==> config.mk <==
export PLATFORM = sky130hd
export DESIGN_NAME = drp_reconf_master
export DESIGN_NICKNAME = d
export VERILOG_FILES = /design/src/rtl/drp_reconf_master.sv
export SDC_FILE = /design/constraint.sdc
export NUM_CORES = 1
export LEC_CHECK = 0
export ABC_AREA = 1
export ABC_CLOCK_PERIOD_IN_PS = 8980
export CORE_MARGIN = 2
export CORE_UTILIZATION = 67
export CTS_BUF_LIST = sky130_fd_sc_hd__clkbuf_16
export CTS_CLUSTER_DIAMETER = 150
export DETAILED_ROUTE_END_ITERATION = 16
export DONT_BUFFER_PORTS = 1
export GPL_TIMING_DRIVEN = 0
export PLACE_DENSITY_LB_ADDON = 0.3
export SLEW_MARGIN = 5
export SYNTH_ARGS = -nofsm -noshare
export SYNTH_HDL_FRONTEND = slang
export SYNTH_SLANG_ARGS = --single-unit
==> constraint.sdc <==
create_clock -name DCLK -period 8.98 [get_ports DCLK]
set_clock_uncertainty 0.15 [all_clocks]
set_input_delay 0.898 -clock DCLK [delete_from_list [all_inputs] [get_ports DCLK]]
set_output_delay 0.898 -clock DCLK [all_outputs]
set_load 0.1 [all_outputs]
==> src/rtl/drp_reconf_master.sv <==
// drp_reconf_master
//   Drives a PLL's Dynamic Reconfiguration Port through a session of
//   read-modify-write commands. START opens a session and holds the PLL in
//   reset. Each command reads a register, merges new bits under a keep-mask
//   and writes it back. After the command marked LAST, the PLL reset is
//   released and the block waits for LOCKED. Missing DRDY or LOCKED
//   responses end the session with a sticky ERROR.
//
// Ports
//   DCLK       in   clock, all state changes on its rising edge
//   RST_N      in   asynchronous active-low reset
//   START      in   begin a session (acted on in IDLE only)
//   CMD_VALID  in   command present on CMD_*
//   CMD_READY  out  command accepted this cycle (WAIT_CMD only)
//   CMD_ADDR   in   [6:0]  DRP register address
//   CMD_MASK   in   [15:0] 1 = keep current bit, 0 = take CMD_DATA bit
//   CMD_DATA   in   [15:0] new bit values
//   CMD_LAST   in   final command of the session
//   DADDR      out  [6:0]  DRP address
//   DEN        out  DRP enable strobe
//   DWE        out  DRP write enable
//   DI         out  [15:0] DRP write data
//   DO         in   [15:0] DRP read data
//   DRDY       in   DRP operation complete
//   PLL_RST    out  active-high PLL reset
//   LOCKED     in   PLL lock indication
//   BUSY       out  high outside IDLE
//   DONE       out  one-cycle pulse on successful session end
//   ERROR      out  sticky timeout flag, cleared by reset or accepted START
module drp_reconf_master #(
  parameter int DRDY_TIMEOUT = 64,
  parameter int LOCK_TIMEOUT = 4096
) (
  input  logic        DCLK,
  input  logic        RST_N,
  input  logic        START,
  input  logic        CMD_VALID,
  output logic        CMD_READY,
  input  logic [6:0]  CMD_ADDR,
  input  logic [15:0] CMD_MASK,
  input  logic [15:0] CMD_DATA,
  input  logic        CMD_LAST,
  output logic [6:0]  DADDR,
  output logic        DEN,
  output logic        DWE,
  output logic [15:0] DI,
  input  logic [15:0] DO,
  input  logic        DRDY,
  output logic        PLL_RST,
  input  logic        LOCKED,
  output logic        BUSY,
  output logic        DONE,
  output logic        ERROR
);

  localparam int MAX_T = (DRDY_TIMEOUT > LOCK_TIMEOUT) ? DRDY_TIMEOUT : LOCK_TIMEOUT;
  localparam int CNT_W = $clog2(MAX_T + 1);
  localparam logic [CNT_W-1:0] DRDY_LAST = CNT_W'(DRDY_TIMEOUT - 1);
  localparam logic [CNT_W-1:0] LOCK_LAST = CNT_W'(LOCK_TIMEOUT - 1);

  typedef enum logic [2:0] {
    S_IDLE      = 3'd0,
    S_WAIT_CMD  = 3'd1,
    S_RD        = 3'd2,
    S_WAIT_RD   = 3'd3,
    S_WR        = 3'd4,
    S_WAIT_WR   = 3'd5,
    S_WAIT_LOCK = 3'd6
  } state_t;

  state_t           state, state_n;
  logic [CNT_W-1:0] cnt, cnt_n;
  logic             err_q, err_n;
  logic             done_q, done_n;
  logic             latch_cmd, latch_rd;

  logic [6:0]  addr_q;
  logic [15:0] mask_q;
  logic [15:0] data_q;
  logic        last_q;
  logic [15:0] rd_q;

  // Bits with mask=1 come from the register's current contents.
  function automatic logic [15:0] merge_bits(input logic [15:0] cur,
                                             input logic [15:0] mask,
                                             input logic [15:0] data);
    merge_bits = (cur & mask) | (data & ~mask);
  endfunction

  always_ff @(posedge DCLK or negedge RST_N) begin
    if (!RST_N) begin
      state  <= S_IDLE;
      cnt    <= '0;
      err_q  <= 1'b0;
      done_q <= 1'b0;
    end else begin
      state  <= state_n;
      cnt    <= cnt_n;
      err_q  <= err_n;
      done_q <= done_n;
    end
  end

  // Command and read-back holding registers; their contents only reach the
  // outputs in RD/WR, so they need no reset.
  always_ff @(posedge DCLK) begin
    if (latch_cmd) begin
      addr_q <= CMD_ADDR;
      mask_q <= CMD_MASK;
      data_q <= CMD_DATA;
      last_q <= CMD_LAST;
    end
    if (latch_rd) begin
      rd_q <= DO;
    end
  end

  always_comb begin
    state_n   = state;
    cnt_n     = '0;
    err_n     = err_q;
    done_n    = 1'b0;
    latch_cmd = 1'b0;
    latch_rd  = 1'b0;
    unique case (state)
      S_IDLE: begin
        if (START) begin
          state_n = S_WAIT_CMD;
          err_n   = 1'b0;
        end
      end
      S_WAIT_CMD: begin
        if (CMD_VALID) begin
          latch_cmd = 1'b1;
          state_n   = S_RD;
        end
      end
      S_RD: state_n = S_WAIT_RD;
      S_WAIT_RD: begin
        if (DRDY) begin
          latch_rd = 1'b1;
          state_n  = S_WR;
        end else if (cnt == DRDY_LAST) begin
          err_n   = 1'b1;
          state_n = S_IDLE;
        end else begin
          cnt_n = cnt + 1'b1;
        end
      end
      S_WR: state_n = S_WAIT_WR;
      S_WAIT_WR: begin
        if (DRDY) begin
          state_n = last_q ? S_WAIT_LOCK : S_WAIT_CMD;
        end else if (cnt == DRDY_LAST) begin
          err_n   = 1'b1;
          state_n = S_IDLE;
        end else begin
          cnt_n = cnt + 1'b1;
        end
      end
      S_WAIT_LOCK: begin
        if (LOCKED) begin
          done_n  = 1'b1;
          state_n = S_IDLE;
        end else if (cnt == LOCK_LAST) begin
          err_n   = 1'b1;
          state_n = S_IDLE;
        end else begin
          cnt_n = cnt + 1'b1;
        end
      end
      default: state_n = S_IDLE;
    endcase
  end

  // Outputs decode straight from state so reset clears them asynchronously.
  assign CMD_READY = (state == S_WAIT_CMD);
  assign DEN       = (state == S_RD) || (state == S_WR);
  assign DWE       = (state == S_WR);
  assign DADDR     = DEN ? addr_q : 7'd0;
  assign DI        = (state == S_WR) ? merge_bits(rd_q, mask_q, data_q) : 16'd0;
  // PLL stays in reset from session start until the last write completes.
  assign PLL_RST   = (state == S_WAIT_CMD) || (state == S_RD) || (state == S_WAIT_RD) ||
                     (state == S_WR) || (state == S_WAIT_WR);
  assign BUSY      = (state != S_IDLE);
  assign DONE      = done_q;
  assign ERROR     = err_q;

endmodule
==> results.txt <==
* Result of the run: complete, no violations
- The layout has between 200 and 300 filler cells.
* Final-stage net count: roughly 330
- Final routed wirelength across all metal layers: between 5000 and 6000 µm
- Kind of critical path: reg2out
- Simple-Gate Fraction of Synth Area: 0.1666
* Setup-failing EPs final: 0
* Worst setup startpoint: state[1]
- In the routed design, unresolved DRC markers number 0.
* Maximum net fanout on the critical path: 10
- Fraction of the mapped netlist area in adder cells: 0.004103
* Fraction of synthesized cell area in xor and xnor cells: 0.02298
- The first global-routing pass estimated between 8000 and 9000 µm of wire.
- Counting cells, the worst reg-to-reg path comes to 7.
- FF-to-FF setup slack: 6.61 ns
* YS warnings: 0
* Global-route layer with the greatest usage: met2
- Worst-case clock buffer depth: 2
- The final count of pins violating max slew came to 0.
- CTS built an H-tree with a depth of 3.
- Worst hold-check path type: in2async
- The initial antenna violation count was 0.
* Design area: about 3500 µm²
- The worst path needs 3.908 ns of the cycle, external delays included.
- The worst pin sits at a relative slew slack of 0.2682.
- Cell at the root of the clock tree: sky130_fd_sc_hd__clkbuf_16
* Synthesized-area fraction occupied by ao, oa, aoi and oai cells: 0.009027
* Nature of the critical path startpoint: register
- Number of different library cells in the post-synthesis netlist: 23
* Average footprint of a synthesized cell: between 10 and 15 µm²
- Maximum Capacitance Violations: 0
- The placed instances occupy a cell area of 3277 µm².
- Number of buffers inserted by post-CTS setup repair: 0
* Reg clk slew, reported paths: 0.05 ns
- Transition time of the tightest slew-check pin: 1.096 ns
- Die Outline Area: 5107 µm²
- In the global route stage, met2 resource usage came out at 0.3529.
- In the final layout, the share of cells above drive strength 1 is 0.2291.
- Clock tree synthesis inserted a total of 9 buffers.
- Setup total negative slack on the finished layout was measured at 0 ns.
- Of all cell types, the one taking the most synthesized area is sky130_fd_sc_hd__edfxtp_1.
- Once the clock tree was built, the resizer swapped 0 gates to a different size.
- By area, the combinational part of the netlist is dominated by simple AND/OR/NAND/NOR gates.
- Entering global routing, the biggest net connects 19 pins.
- Final weighted congestion in routability-driven placement: 0.8556
- Grt ovf: 0
- Area added between synthesis and finish: 16.17%
- Insertion delay to the later sink of the worst-skew pair: between 0.3 and 0.4 ns
* First-pass iteration count of the detailed router: 5
- Vias after detailed routing: roughly 1,800
- For this run, the top clock speed supported by timing is 255.9 MHz.
- Clock tree synthesis found a total of 74 sinks.
- Count of antenna diodes in the layout: 0
* Final count of hold timing violations: 0
* Total half-perimeter wirelength after legalization and detailed placement: 3768 µm
- Synthesis produced a netlist whose cell count is 252.
- Proportion of synthesized chip area in sequential cells: 0.6992
* CTS tree: done
- The analysis attributes to cell leakage a power of approximately 1.4 nW.
- Number of placed instances with taps included: 311
- Post-synthesis net count: 315
- Of the available clock period, the critical path in the final layout requires 0.4351.
- The portion of synthesized area spent on multiplexers is 0.05252.
* Reg-to-Reg Start: state[0]
- Setup crit end kind: output pin
* Worst endpoint data arrival time: around 2.9 ns
- Dividing the detail-routed via count by the number of cells gives 5.581.
* Die width: between 70 and 80 µm
* M3 GR Usage: 0.07454
- Setup repair after global routing left no endpoint under its margin.
- Total of hold buffers inserted after clock tree synthesis: 0
- Ranked by total cell area, the synthesized netlist is headed by sky130_fd_sc_hd__edfxtp_1, sky130_fd_sc_hd__dfrtp_1, sky130_fd_sc_hd__nor2_1.
- The critical path ends at DI[11].
- PortBufs: 0
- Once detail routing completed, the nets flagged for antenna violations numbered 0.
- Initial standard-cell utilization of the core: 0.6955
- Worst r2r dst: addr_q[1]
- After floorplanning, the core was divided into 24 placement rows.
- The number of global-route vias before repair is 1,778.
* Initial drt markers: 99
- Max IR drop VDD: 0.3130 mV
* DIE HEIGHT: 71.46 µm
- Counting flops and latches in the post-synthesis netlist gives 74.
- Layout Cells excl Fill: approximately 330
* Placeable Area: about 4400 µm²
- Total power divided by cell area: 351.8 nW/µm²
- Global-route track usage on met1: 0.2991
- In the final routed layout, each cell accounts on average for approximately 16 µm.
- The share of synthesized area in the top cell type comes to 0.5515.
* Ports: 92
- Aggregate global-route resource usage: 0.2305
* Data required, critical path: 7.93 ns
* Syn Std Cell Area: 3049 µm²
## Yosys cell counts
library cell / n
sky130_fd_sc_hd__edfxtp_1: 56
sky130_fd_sc_hd__nor2_1: 53
sky130_fd_sc_hd__nand2_1: 32
sky130_fd_sc_hd__inv_1: 25
sky130_fd_sc_hd__dfrtp_1: 18
sky130_fd_sc_hd__mux2i_1: 16
sky130_fd_sc_hd__nand3_1: 8
sky130_fd_sc_hd__nor3_1: 7
sky130_fd_sc_hd__inv_2: 5
sky130_fd_sc_hd__nand3_2: 4
sky130_fd_sc_hd__nand4_1: 4
sky130_fd_sc_hd__xnor2_1: 4
sky130_fd_sc_hd__xor2_1: 4
sky130_fd_sc_hd__nand2_2: 3
sky130_fd_sc_hd__o21ai_0: 3
sky130_fd_sc_hd__buf_6: 2
sky130_fd_sc_hd__nor2_2: 2
sky130_fd_sc_hd__a21oi_1: 1
sky130_fd_sc_hd__clkbuf_1: 1
sky130_fd_sc_hd__ha_1: 1
sky130_fd_sc_hd__nand3b_1: 1
sky130_fd_sc_hd__nor3_2: 1
sky130_fd_sc_hd__o211ai_1: 1
## power breakdown
group,internal (mW),switching [mW],leakage (nW)
Sequential,0.434,0.0335,0.760
Clock,0.183,0.124,0.136
Combinational,0.0862,0.384,0.512
Total,0.704,0.542,1.41
## final cells by class
type | count | area [µm²] | share of cell area
flip-flops and latches | 74 | 2132 | 0.6019
multi-input cells | 145 | 850.8 | 0.2402
clock buffers | 9 | 225.2 | 0.06358
inverters | 30 | 112.6 | 0.03179
repair buffers | 7 | 92.59 | 0.02614
well taps | 52 | 65.06 | 0.01837
clock inverters | 7 | 37.54 | 0.01060
plain buffers | 3 | 26.28 | 0.007418
## layout by cell type, fill, tap and decap left out, types with 2 or more instances in the layout
cell                        synthesis  routed
sky130_fd_sc_hd__buf_1              0       2
sky130_fd_sc_hd__buf_16             0       2
sky130_fd_sc_hd__buf_6              2       4
sky130_fd_sc_hd__clkbuf_16          0       9
sky130_fd_sc_hd__clkinv_2           0       2
sky130_fd_sc_hd__dfrtp_1           18      18
sky130_fd_sc_hd__edfxtp_1          56      56
sky130_fd_sc_hd__inv_1             25      27
sky130_fd_sc_hd__inv_2              5       5
sky130_fd_sc_hd__mux2i_1           16      16
sky130_fd_sc_hd__nand2_1           32      32
sky130_fd_sc_hd__nand2_2            3       3
sky130_fd_sc_hd__nand3_1            8       8
sky130_fd_sc_hd__nand3_2            4       4
sky130_fd_sc_hd__nand4_1            4       4
sky130_fd_sc_hd__nor2_1            53      26
sky130_fd_sc_hd__nor2_2             2      29
sky130_fd_sc_hd__nor3_1             7       6
sky130_fd_sc_hd__nor3_2             1       2
sky130_fd_sc_hd__o21ai_0            3       3
sky130_fd_sc_hd__xnor2_1            4       4
sky130_fd_sc_hd__xor2_1             4       4
## cell families (layout without fill, tap and decap cells)
logic type,count (synthesis),after routing
and+or+nand+nor,115,115
DFF,74,74
buffers and inverters,33,56
muxes,16,16
xor gates and xnor gates,8,8
AOI/OAI and AO/OA,5,5
adders and majority gates,1,1
## worst max-delay path, cell delays in order (launching register included)
cell and delay [ns]:
sky130_fd_sc_hd__dfrtp_1 0.42, sky130_fd_sc_hd__inv_1 0.10, sky130_fd_sc_hd__nand2_1 0.08, sky130_fd_sc_hd__nor2_2 0.20
sky130_fd_sc_hd__buf_16 0.21, sky130_fd_sc_hd__buf_1 0.12, sky130_fd_sc_hd__inv_2 0.10, sky130_fd_sc_hd__clkbuf_1 0.35
sky130_fd_sc_hd__nor2_2 0.96
## worst min path at each step
stage,start,endpoint,slack (ns),cells past startpoint
after floorplan,cnt[0],cnt[0],0.30,1
after global placement,cnt[0],cnt[0],0.32,1
after detailed placement,cnt[0],cnt[0],0.32,1
after CTS,RST_N,cnt[1],0.11,0
after global routing,RST_N,cnt[0],0.10,0
final,RST_N,cnt[0],0.12,0
## registers in the layout, summed over array words and instances (netlist names)
| register | count |
|---|---|
| DONE | 1 |
| data_q | 16 |
| cnt | 13 |
| addr_q | 7 |
| state | 3 |
| last_q | 1 |
| ERROR | 1 |
| mask_q | 16 |
| rd_q | 16 |
## per-stage QoR
stage	setup slack, ns	power [mW]	hold WS, ns	utilization
after floorplan	4.308	0.8510	0.2964	-
after global placement	3.653	0.8870	0.3152	0.7103
after detailed placement	5.414	0.9435	0.3240	0.7474
after CTS	5.056	1.252	0.1091	0.8074
after global routing	4.885	1.298	0.1015	0.8079
final	5.072	1.246	0.1193	0.8079
## routing by layer
metal  vias up  part of all wire
met4         0             0.019
met1       839              0.41
met3         9             0.079
met2        98              0.49
li1        879                 -
met5         -                 0
(Power assumes the default switching activity.)
